### config.mk
export PLATFORM = sky130hd
export DESIGN_NAME = mem_uart_tx
export DESIGN_NICKNAME = d
export VERILOG_FILES = /design/src/rtl/mem_uart_tx.sv
export SDC_FILE = /design/constraint.sdc
export NUM_CORES = 1
export LEC_CHECK = 0
export ABC_AREA = 1
export BUFFER_PORTS_ARGS = -buffer_cell sky130_fd_sc_hd__buf_4
export CELL_PAD_IN_SITES_DETAIL_PLACEMENT = 1
export CELL_PAD_IN_SITES_GLOBAL_PLACEMENT = 2
export CORE_MARGIN = 1
export CORE_UTILIZATION = 29
export CTS_CLUSTER_SIZE = 25
export DETAILED_ROUTE_END_ITERATION = 10
export PLACE_DENSITY = 0.87
export SETUP_SLACK_MARGIN = 0.4
export SLEW_MARGIN = 25
export SYNTH_ARGS = -nofsm -noshare
export SYNTH_HDL_FRONTEND = slang
export SYNTH_SLANG_ARGS = --single-unit
### constraint.sdc
create_clock -name clk -period 2.1 [get_ports clk]
set_clock_uncertainty 0.15 [all_clocks]
set_input_delay 0.105 -clock clk [delete_from_list [all_inputs] [get_ports clk]]
set_output_delay 0.105 -clock clk [all_outputs]
set_load 0.03 [all_outputs]
### src/rtl/mem_uart_tx.sv
// Reads a block of words from memory starting at address 0 and sends each one
// over a UART 8N1 line, least-significant byte first and LSB first within each byte.
module mem_uart_tx #(
    parameter int WORD_WIDTH   = 32,
    parameter int WORD_NUM_W   = 8,
    parameter int ADDR_W       = 8,
    parameter int CLKS_PER_BIT = 261
) (
    input  logic                  clk,
    input  logic                  reset,
    input  logic                  memctrl_uart_send_start,
    input  logic [WORD_NUM_W-1:0] word_number,
    output logic                  mem_read_en,
    output logic [ADDR_W-1:0]     mem_read_addr,
    input  logic [WORD_WIDTH-1:0] mem_read_data,
    output logic                  tx,
    output logic                  busy,
    output logic                  done
);

    localparam int BYTES  = WORD_WIDTH / 8;
    localparam int BC_W   = (BYTES > 1) ? $clog2(BYTES) : 1;
    localparam int BAUD_W = (CLKS_PER_BIT > 1) ? $clog2(CLKS_PER_BIT) : 1;

    typedef enum logic [2:0] {
        IDLE,
        RD_REQ,
        RD_CAP,
        START,
        DATA,
        STOP,
        DONE
    } state_t;

    state_t                state, next_state;
    logic [WORD_NUM_W-1:0] words_left, words_left_d;
    logic [ADDR_W-1:0]     addr, addr_d;
    logic [BC_W-1:0]       byte_cnt, byte_cnt_d;
    logic [2:0]            bit_cnt, bit_cnt_d;
    logic [BAUD_W-1:0]     baud_cnt, baud_cnt_d;
    logic [WORD_WIDTH-1:0] shreg, shreg_d;
    logic                  bit_done;
    logic                  tx_d;

    assign bit_done = (baud_cnt == BAUD_W'(CLKS_PER_BIT - 1));

    always_ff @(posedge clk) begin
        if (!reset) begin
            state <= IDLE;
        end else begin
            state <= next_state;
        end
    end

    always_comb begin
        next_state   = state;
        words_left_d = words_left;
        addr_d       = addr;
        byte_cnt_d   = byte_cnt;
        bit_cnt_d    = bit_cnt;
        shreg_d      = shreg;
        baud_cnt_d   = '0;
        case (state)
            IDLE: begin
                if (memctrl_uart_send_start) begin
                    words_left_d = word_number;
                    addr_d       = '0;
                    next_state   = (word_number == '0) ? DONE : RD_REQ;
                end
            end
            RD_REQ: next_state = RD_CAP;
            RD_CAP: begin
                shreg_d    = mem_read_data;
                byte_cnt_d = '0;
                next_state = START;
            end
            START: begin
                if (bit_done) begin
                    bit_cnt_d  = '0;
                    next_state = DATA;
                end else begin
                    baud_cnt_d = baud_cnt + BAUD_W'(1);
                end
            end
            DATA: begin
                if (bit_done) begin
                    if (bit_cnt == 3'd7) begin
                        next_state = STOP;
                    end else begin
                        bit_cnt_d = bit_cnt + 3'd1;
                    end
                end else begin
                    baud_cnt_d = baud_cnt + BAUD_W'(1);
                end
            end
            STOP: begin
                if (bit_done) begin
                    if (byte_cnt < BC_W'(BYTES - 1)) begin
                        shreg_d    = shreg >> 8;
                        byte_cnt_d = byte_cnt + BC_W'(1);
                        next_state = START;
                    end else if (words_left > WORD_NUM_W'(1)) begin
                        words_left_d = words_left - WORD_NUM_W'(1);
                        addr_d       = addr + ADDR_W'(1);
                        next_state   = RD_REQ;
                    end else begin
                        next_state = DONE;
                    end
                end else begin
                    baud_cnt_d = baud_cnt + BAUD_W'(1);
                end
            end
            DONE:    next_state = IDLE;
            default: next_state = IDLE;
        endcase
    end

    // Line level is decoded from the upcoming state so the registered tx lines up with it
    always_comb begin
        tx_d = 1'b1;
        case (next_state)
            START:   tx_d = 1'b0;
            DATA:    tx_d = shreg_d[bit_cnt_d];
            default: tx_d = 1'b1;
        endcase
    end

    always_ff @(posedge clk) begin
        if (!reset) begin
            words_left    <= '0;
            addr          <= '0;
            byte_cnt      <= '0;
            bit_cnt       <= '0;
            baud_cnt      <= '0;
            shreg         <= '0;
            tx            <= 1'b1;
            busy          <= 1'b0;
            done          <= 1'b0;
            mem_read_en   <= 1'b0;
            mem_read_addr <= '0;
        end else begin
            words_left  <= words_left_d;
            addr        <= addr_d;
            byte_cnt    <= byte_cnt_d;
            bit_cnt     <= bit_cnt_d;
            baud_cnt    <= baud_cnt_d;
            shreg       <= shreg_d;
            tx          <= tx_d;
            busy        <= (next_state != IDLE) && (next_state != DONE);
            done        <= (next_state == DONE);
            mem_read_en <= (next_state == RD_REQ);
            if (next_state == RD_REQ) begin
                mem_read_addr <= addr_d;
            end
        end
    end

endmodule

### After elaboration in Yosys (flattened, before gate mapping)

Index checks and enable logic that the tools add are counted.

| operators by class | value |
|---|---|
| $add $sub $neg | 5 |
| magnitude comparators | 3 |
| eq/ne operators | 17 |
| muxes and demuxes | 32 |
| bitwise gates (word level) | 2 |
| reductions and logical operators | 10 |

Operator list:

| cell | number |
|---|---|
| $mux 32 | 2 |
| $mux 8 | 8 |
| $pmux 32 s2 | 1 |
| $mux 3 | 11 |
| $pmux 8 s2 | 2 |
| $pmux 3 s6 | 1 |
| $eq 3x3->1 const B | 5 |
| $ne 2x2->1 const B | 5 |
| $add 9x1->9 const B | 1 |
| $eq 3x2->1 const B | 3 |
| $eq 9x9->1 const B | 1 |
| $add 8x1->8 const B | 1 |
| $gt 8x1->1 const B | 1 |
| $logic_not 8->1 | 1 |
| $sub 8x1->8 const B | 1 |
| $eq 3x1->1 const B | 2 |
| $lt 3x6->1 const B | 1 |
| $pmux 3 s2 | 1 |
| $reduce_or 3->1 | 2 |
| $reduce_and 5->1 | 1 |
| $mux 2 | 2 |
| $pmux 2 s2 | 1 |
| $reduce_bool 2->1 | 2 |
| $add 3x1->3 const B | 1 |
| other kinds (11) | 12 |

| word-level totals | value |
|---|---|
| flip-flop bits (word level) | 77 |
| bits of input ports | 43 |
| output and inout port bits | 12 |
| logic and storage cells | 82 |

### Longest topological paths before layout

Gate-level depths: netlist of run 1.

| depth | value |
|---|---|
| depth after elaboration | 7 |
| gate-level depth with buffers | 19 |
| depth with buffers taken out | 18 |

### Least setup slack after synthesis of run 1

Ideal clock, no wire load.

| timing path | value |
|---|---|
| path type | reg2reg |
| from | register words_left[0] |
| to | register mem_read_addr[6] |
| library setup time | 0.109 ns |
| data arrival time | 1.836 ns |
| data required time | 1.841 ns |
| path slack | 0.005 ns |
| stages on the path, launching flop included | 13 |
| path buffers | 1 |
| cells stage by stage | dfxtp_1 -> inv_1 -> ha_1 -> o21a_1 -> nand2_1 -> nand3_1 -> a21oi_2 -> inv_2 -> nor2_4 -> buf_6 -> nand4_1 -> nand2_1 -> inv_1 |

| between the ends | value |
|---|---|
| word-level cells in the longest chain between the ends | 6 |
| elaborated cells on any way between the ends | 10 |

Ends and longest elaborated chain:

| element | line | RTL |
|---|---|---|
| start: declaration | 36 | `logic [WORD_NUM_W-1:0] words_left, words_left_d;` |
| start signal: assignment | 142 | `words_left <= words_left_d;` |
| $gt 8x1->1 (*) | 102 | `end else if (words_left > WORD_NUM_W'(1)) begin` |
| $mux 3 | 102 |  |
| $mux 3 | 98 | `if (byte_cnt < BC_W'(BYTES - 1)) begin` |
| $mux 3 | 97 | `if (bit_done) begin` |
| $pmux 3 s6 | 63 | `case (state)` |
| $eq 3x1->1 | 152 | `if (next_state == RD_REQ) begin` |
| end signal: assignment | 153 | `mem_read_addr <= addr_d;` |
| end: declaration | 14 | `output logic [ADDR_W-1:0] mem_read_addr,` |

Every way passes the cells marked *; elsewhere a longest branch is shown, timed or not.
A chain may end at the register's enable or synchronous reset.

### Final worst setup path of run 1

| timing path | value |
|---|---|
| from | register baud_cnt[0] |
| to | register tx |

| between the ends | value |
|---|---|
| word-level cells in the longest chain between the ends | 6 |
| elaborated cells on any way between the ends | 15 |

Ends and longest elaborated chain:

| element | line | RTL |
|---|---|---|
| start: declaration | 40 | `logic [BAUD_W-1:0] baud_cnt, baud_cnt_d;` |
| start signal: assignment | 146 | `baud_cnt <= baud_cnt_d;` |
| $eq 9x9->1 (*) | 45 | `assign bit_done = (baud_cnt == BAUD_W'(CLKS_PER_BIT - 1));` |
| $mux 32 (tied with other cells) | 97 |  |
| $pmux 32 s2 / $pmux 3 s2 (equally long branches) | 63 |  |
| $bmux 1 s3 | 123 | `DATA: tx_d = shreg_d[bit_cnt_d];` |
| $mux 1 (not written as such) | 123 |  |
| $pmux 1 s2 (*) | 121 | `case (next_state)` |
| end signal: assignment | 148 | `tx <= tx_d;` |
| end: declaration | 16 | `output logic tx,` |

Every way passes the cells marked *; elsewhere a longest branch is shown, timed or not. The select of a mux whose other input is x is not followed.

==> flow_metrics.env, run 1 <==
export IMPL_grt_pass1_vias=4796
export IMPL_post_place_cells=825
export IMPL_viasPerCell=5.20
export IMPL_seq_area_frac_synth_pct=38.8
export IMPL_cts_buffers=9
export IMPL_slew_headroom_pct=42.3
export IMPL_worst_pin_slew_ps=859
export IMPL_power_mw=4.73
export IMPL_nNetsFinal=777
export IMPL_finalCritPeriodShare_pct=114
export IMPL_p_sw_share_pct=34.6
export IMPL_rows=42
export IMPL_clkLatencyLatePin_ps=360
export IMPL_fin_cells=907
export IMPL_diodes=0
export IMPL_layout_setup_ws_ps=-284
export IMPL_required_ps=2200
export IMPL_area_growth_pct=67.2
export IMPL_drt_wirelength_per_cell_um=19.6
export IMPL_fp_dieW_um=119
export IMPL_die_y_um=119
export IMPL_hold_viol_final=0
export IMPL_fin_setup_tns_ps=-2910
export IMPL_cap_violations=0
export IMPL_cpMostUsedCell="nand2_1"
export IMPL_violations="setup timing"
export IMPL_startpoint_type="flip-flop"
export IMPL_pre_cts_ws_ps=-122
export IMPL_hp_start="word_number[7]"
export IMPL_io_pins=55
export IMPL_drtIter0Drc=281
export IMPL_p_leak_nw=2.80
export IMPL_seq_power_share_pct=36.5
export IMPL_met3_usage_pct=3.50
export IMPL_drc_errors=0
export IMPL_grt_busiest_layer="met2"
export IMPL_syn_area_um2=3970
export IMPL_ant_nets=0
export IMPL_grt_remaining_overflow=0
export IMPL_slew_violations=0
export IMPL_firstDrtPassIters=4
export IMPL_synth_avg_cell_area_um2=6.84
export IMPL_fill_cells=1554
export IMPL_grt_antenna_before_repair=0
export IMPL_yosys_register_bits=77
export IMPL_place_gp_congestion=0.847
export IMPL_start_util_pct=29.9
export IMPL_met2_usage_pct=37.8
export IMPL_layout_commonest_cell="nand2_1"
export IMPL_cts_root_buf="clkbuf_16"
export IMPL_crit_type="reg2reg"
export IMPL_crit_fanout=4
export IMPL_grt_max_degree=27
export IMPL_grt_use_total_pct=21.6
export IMPL_startpoint="baud_cnt[0]$_SDFF_PP0_"
export IMPL_rrSetupSlack_ps=-280
export IMPL_synth_cells=580
export IMPL_synthesis_nets=630
export IMPL_cp_slowest_cell="dfxtp_2"
export IMPL_hold_class="in2reg"
export IMPL_htreeDepth=3
export IMPL_io_buffers=54
export IMPL_die_area_um2=14200
export IMPL_setup_viol=28
export IMPL_p_switching_mw=1.63
export IMPL_cts_sinks=77
export IMPL_synth_edf_count=0
export IMPL_path_cells="inv_2 > ha_4 > buf_4 > nand2_4 > nor2_4 > nand2_4 > a21oi_4 > nand2_1 > nor2_1 > nand2_1 > buf_6 > inv_4 > nand2_1 > nor2_1 > nand3_1 > nand2_1 > inv_1"
export IMPL_fmax_mhz=419
export IMPL_period_minus_slack_ps=2380
export IMPL_drive_above_1_share_pct=44.9
export IMPL_yosysWarnings=0
export IMPL_vdd_drop_max_v=0.000326
export IMPL_clk_pin_slew_worst_paths_ps=60
export IMPL_drt_total_wl_um=17800
export IMPL_rsz0062_at_grt="true"
export IMPL_p_int_mw=3.09
export IMPL_dp_hpwl_um=9420
export IMPL_p_clk_share_pct=31.0
export IMPL_end_kind="flip-flop"
export IMPL_routed_via_count=4720
export IMPL_core_area_um2=13300
export IMPL_clk_path_buf_depth=2
export IMPL_async_flop_share_pct=0
export IMPL_grt_pass1_wl_um=24000
export IMPL_crit_path_max_incr_delay_ps=330
export IMPL_r2r_start="baud_cnt[0]$_SDFF_PP0_"
export IMPL_cts_tree="yes"
export IMPL_outcome="finished with violations"
export IMPL_synthDistinctLibCells=39
export IMPL_p_comb_share_pct=32.5
export IMPL_cp_arrival_ps=2490
export IMPL_p_per_area_nw_per_um2=712
export IMPL_layout_common_cells="nand2_1, buf_4, dfxtp_1"
export IMPL_synth_flop_cell="dfxtp_1"
export IMPL_grt_util_met1_pct=25.8
-- cell families (layout without fill, tap and decap cells) --
| logic type | after synthesis | in the layout | share of synthesized area [%] |
|---|---|---|---|
| compound gates | 115 | 115 | 18.5 |
| simple gates | 292 | 292 | 30.9 |
| fa+ha+maj | 7 | 7 | 2.21 |
| buf+inv | 86 | 237 | 8.89 |
| xor+xnor | 3 | 3 | 0.662 |
| flops | 77 | 77 | 38.8 |
-- sequential cells by signal (all words and copies together), names as in the netlist --
| register | count |
|---|---|
| shreg | 32 |
| baud_cnt | 9 |
| addr | 8 |
| mem_read_addr | 8 |
| words_left | 8 |
| bit_cnt | 3 |
| state | 3 |
| byte_cnt | 2 |
| busy | 1 |
| done | 1 |
| mem_read_en | 1 |
| tx | 1 |
-- final cells by class --
cell class	instances	area [um2]	share of cell area, %
clock inverter	2	10.0	0.151
tap	176	220	3.32
clock buffer	13	250	3.77
inverter	62	248	3.73
timing repair buffer	160	1470	22.1
multi-input combinational	417	2880	43.5
sequential	77	1560	23.5
-- layer usage --
metal  wire length [um]  share of wire [%]  vias up
met5                  0                  0        -
met4                677                3.8        0
met3                598                3.4       58
met2               9220                 52      124
met1               7300                 41     2326
li1                   -                  -     2212
-- cell usage after synthesis, types with 7 or more instances --
library cell	number	area [um2]
ha_1	7	87.6
o21ai_0	19	95.1
a21oi_2	8	70.1
a32oi_1	14	123
a21oi_1	41	205
clkbuf_1	9	33.8
inv_2	10	37.5
nor2_1	58	218
nand2_1	171	642
inv_1	52	195
buf_2	12	60.1
a31oi_1	7	43.8
nor3_1	10	50.1
nand3_1	32	160
dfxtp_1	77	1540
-- final timing paths --
check | to | cells after the start
max | tx$_SDFF_PN1_ | 17
min | words_left[7]$_SDFFE_PN0P_ | 4
max reg2reg | tx$_SDFF_PN1_ | 17
min reg2reg | shreg[31]$_SDFFE_PN0P_ | 2
-- stage by stage --
stage	hold WS, ps	area (um2)	util (%)
finish	3.34	6640	49.9
global route	31.9	6640	49.9
CTS	13.8	5950	44.7
detailed placement	231	4820	36.2
global placement	221	4820	36.2
floorplan	93.3	4020	-
-- what timing repair did --
item,CTS,global route
pin swaps,18,48
hold endpoints to repair,41,0
endpoints found under the setup margin,63,75
setup buffers,17,12
resized for setup,92,155
gates cloned,1,1
hold buffers,36,0
-- power by group through the flow --
stage | logic, mW | clock network [mW] | registers [mW]
2_1_floorplan | 0.556 | 0 | 1.78
3_3_place_gp | 1.01 | 0 | 1.71
3_5_place_dp | 1.04 | 0 | 1.71
4_1_cts | 1.30 | 1.44 | 1.69
5_1_grt | 1.63 | 1.53 | 1.74
6_report | 1.54 | 1.47 | 1.72
-- worst max-delay path: cells and delay by family, from the launching register on --
kind,cells,cell delay [ps]
buf+inv,5,440
fa+ha+maj,1,130
simple gates,10,1010
flops,1,330
compound gates,1,200
(Power assumes the default switching activity.)
==> inputs of run 2 (changes only) <==
--- a/config.mk
+++ b/config.mk
@@ -10,10 +10,10 @@
 export CELL_PAD_IN_SITES_DETAIL_PLACEMENT = 1
 export CELL_PAD_IN_SITES_GLOBAL_PLACEMENT = 2
 export CORE_MARGIN = 1
-export CORE_UTILIZATION = 29
+export CORE_UTILIZATION = 32
 export CTS_CLUSTER_SIZE = 25
 export DETAILED_ROUTE_END_ITERATION = 10
-export PLACE_DENSITY = 0.87
+export PLACE_DENSITY = 0.91
 export SETUP_SLACK_MARGIN = 0.4
 export SLEW_MARGIN = 25
 export SYNTH_ARGS = -nofsm -noshare
==> constraint.sdc (replaced) <==
create_clock -name clk -period 2.6 [get_ports clk]
set_clock_uncertainty 0.15 [all_clocks]
set_input_delay 0.13 -clock clk [delete_from_list [all_inputs] [get_ports clk]]
set_output_delay 0.13 -clock clk [all_outputs]
set_load 0.03 [all_outputs]
==> run 2 against run 1 <==
Compared with the run above:
- the run now ends clean
- largest power group unchanged
- clock power fell by 17%
- combinational power fell by 41%
- wire length fell by 26%
- largest cell class unchanged
- register-to-register slack improved by 680 ps
- cell area fell by 15%
- clock-buffer cell count fell by 4
==> flow_metrics.env, run 2 (synthesis results as in run 1) <==
export IMPL_outcome="complete, no violations"
export IMPL_drt_total_wl_um=13200
export IMPL_cp_depth=14
export IMPL_grt_remaining_overflow=0
export IMPL_startpoint="bit_cnt[0]$_SDFF_PN0_"
export IMPL_period_minus_slack_ps=2200
export IMPL_p_comb_share_pct=26.1
export IMPL_p_int_mw=2.33
export IMPL_cp_arrival_ps=2300
export IMPL_diodes=0
export IMPL_io_pins=55
export IMPL_dp_hpwl_um=8440
export IMPL_grt_max_degree=38
export IMPL_grt_antenna_before_repair=0
export IMPL_drtIter0Drc=148
export IMPL_grt_pass1_vias=4498
export IMPL_p_per_area_nw_per_um2=618
export IMPL_rrSetupSlack_ps=400
export IMPL_p_clk_share_pct=34.9
export IMPL_finalCritPeriodShare_pct=84.7
export IMPL_grt_pass1_wl_um=21100
export IMPL_die_area_um2=12900
export IMPL_layout_commonest_cell="nand2_1"
export IMPL_hold_viol_final=0
export IMPL_die_y_um=113
export IMPL_seq_power_share_pct=39.0
export IMPL_hp_start="mem_read_data[4]"
export IMPL_start_util_pct=32.9
export IMPL_grt_use_total_pct=20.6
export IMPL_p_switching_mw=1.17
export IMPL_firstDrtPassIters=4
export IMPL_final_cell_area_um2=5670
export IMPL_routedLengthMet1_um=5950
export IMPL_io_buffers=54
export IMPL_power_mw=3.50
export IMPL_r2r_cells=14
export IMPL_viasPerCell=4.96
export IMPL_crit_buf_inv=3
export IMPL_fin_util_pct=47.0
export IMPL_cpMostUsedCell="nand2_1"
export IMPL_end_kind="flip-flop"
export IMPL_p_sw_share_pct=33.5
export IMPL_slew_headroom_pct=71.7
export IMPL_placedInstanceArea_um2=4560
export IMPL_wl_met2_um=6650
export IMPL_largest_reg_flops=32
export IMPL_cts_root_buf="clkbuf_16"
export IMPL_p_leak_nw=2.41
export IMPL_crit_fanout=4
export IMPL_drive_above_1_share_pct=26.4
export IMPL_crit_family="simple AND/OR/NAND/NOR gates"
export IMPL_rows=40
export IMPL_slew_violations=0
export IMPL_cp_slowest_cell="dfxtp_2"
export IMPL_r2r_start="bit_cnt[0]$_SDFF_PN0_"
export IMPL_fp_dieW_um=113
export IMPL_startpoint_type="flip-flop"
export IMPL_fmax_mhz=454
export IMPL_vdd_drop_max_v=0.000228
export IMPL_dr_wl_met3_um=383
export IMPL_cap_violations=0
export IMPL_fill_cells=1504
export IMPL_place_gp_congestion=0.813
export IMPL_fin_setup_tns_ps=0
export IMPL_crit_type="reg2reg"
export IMPL_area_growth_pct=42.8
export IMPL_clk_path_buf_depth=2
export IMPL_hold_class="in2reg"
export IMPL_rsz0062_at_grt="true"
export IMPL_setup_viol=0
export IMPL_nNetsFinal=747
export IMPL_htreeDepth=3
export IMPL_min_to="shreg[4]$_SDFF_PN0_"
export IMPL_largest_register="shreg"
export IMPL_required_ps=2700
export IMPL_crit_path_max_incr_delay_ps=390
export IMPL_layout_common_cells="nand2_1, buf_4, dfxtp_1"
export IMPL_ant_nets=0
export IMPL_drt_wirelength_per_cell_um=15.2
export IMPL_clk_pin_slew_worst_paths_ps=70
export IMPL_clkLatencyLatePin_ps=340
export IMPL_cts_buffers=9
export IMPL_cts_tree="yes"
export IMPL_highest_layer="met4"
export IMPL_worst_pin_slew_ps=422
export IMPL_hold_path_cell_count=5
export IMPL_reg_top3="shreg (32), baud_cnt (9)"
export IMPL_path_cells="ha_1 > nand2_1 > inv_1 > nor2_1 > o21ai_2 > nand2_1 > o21ai_1 > inv_1 > nand3_1 > nand2_1 > nand2_1 > nand3_1 > nand2_1 > inv_1"
export IMPL_core_area_um2=12100
export IMPL_cts_sinks=77
export IMPL_routed_via_count=4313
export IMPL_drc_errors=0
export IMPL_r2r_end="tx$_SDFF_PN1_"
==> run 2: cell count changes in the layout (fill, tap and decap cells not counted), moves of 13 or more <==
| cell | delta |
|---|---|
| a21oi_1 | +20 |
| a21oi_2 | -21 |
| a32oi_1 | +14 |
| buf_6 | -19 |
| nand2_1 | +37 |
| nand2_2 | -24 |
| nand2_4 | -13 |
==> run 2: worst max-delay path by stage <==
stage          slack (ps)                            end
3_3_place_gp          220  mem_read_addr[6]$_SDFFE_PN0N_
6_report              400                  tx$_SDFF_PN1_
2_1_floorplan         510  mem_read_addr[6]$_SDFFE_PN0N_
3_5_place_dp           90  mem_read_addr[2]$_SDFFE_PN0N_
4_1_cts               380  mem_read_addr[0]$_SDFFE_PN0N_
5_1_grt               260  mem_read_addr[6]$_SDFFE_PN0N_
==> run 2: layout make-up <==
cell class / count / area [um2] / share of cell area, %
Multi-Input combinational cell: 418 / 2290 / 40.4
Sequential cell: 77 / 1550 / 27.3
Timing Repair Buffer: 129 / 1090 / 19.3
Inverter: 62 / 241 / 4.26
Clock buffer: 9 / 225 / 3.97
Tap cell: 168 / 210 / 3.71
Clock inverter: 7 / 58.8 / 1.04
==> run 2: through the flow <==
stage	hold WS, ps	cells	worst slack, ps
5_1_grt	43.6	870	261
3_5_place_dp	246	791	86.0
2_1_floorplan	118	580	505
6_report	6.09	870	398
3_3_place_gp	239	791	224
4_1_cts	5.29	851	378
==> run 2: routing by layer <==
layer,vias up,GRT usage (%)
met3,20,3.83
met2,61,36.6
met4,0,7.11
met5,-,0
met1,2087,25.0
li1,2145,-
==> run 2: power groups by stage <==
stage	sequential, mW	combinational [mW]	clock, mW
finish	1.37	0.914	1.22
global route	1.38	1.00	1.30
CTS	1.36	0.831	1.24
detailed placement	1.39	0.758	0
global placement	1.38	0.731	0
floorplan	1.44	0.436	0
==> run 2: what timing repair did <==
item,CTS,global route
gates resized for setup,25,45
hold buffers,34,0
setup endpoints to repair,26,21
hold endpoints to repair,36,0
cloned,0,1
pin swaps,6,16
buffers inserted,10,18
==> run 2: worst reg2reg max path: stages (launching register included) <==
cell,delay [ps]
dfxtp_2,390
ha_1,250
nand2_1,100
inv_1,60
nor2_1,70
o21ai_2,230
nand2_1,90
o21ai_1,170
inv_1,140
nand3_1,110
nand2_1,70
nand2_1,70
nand3_1,90
nand2_1,70
inv_1,40
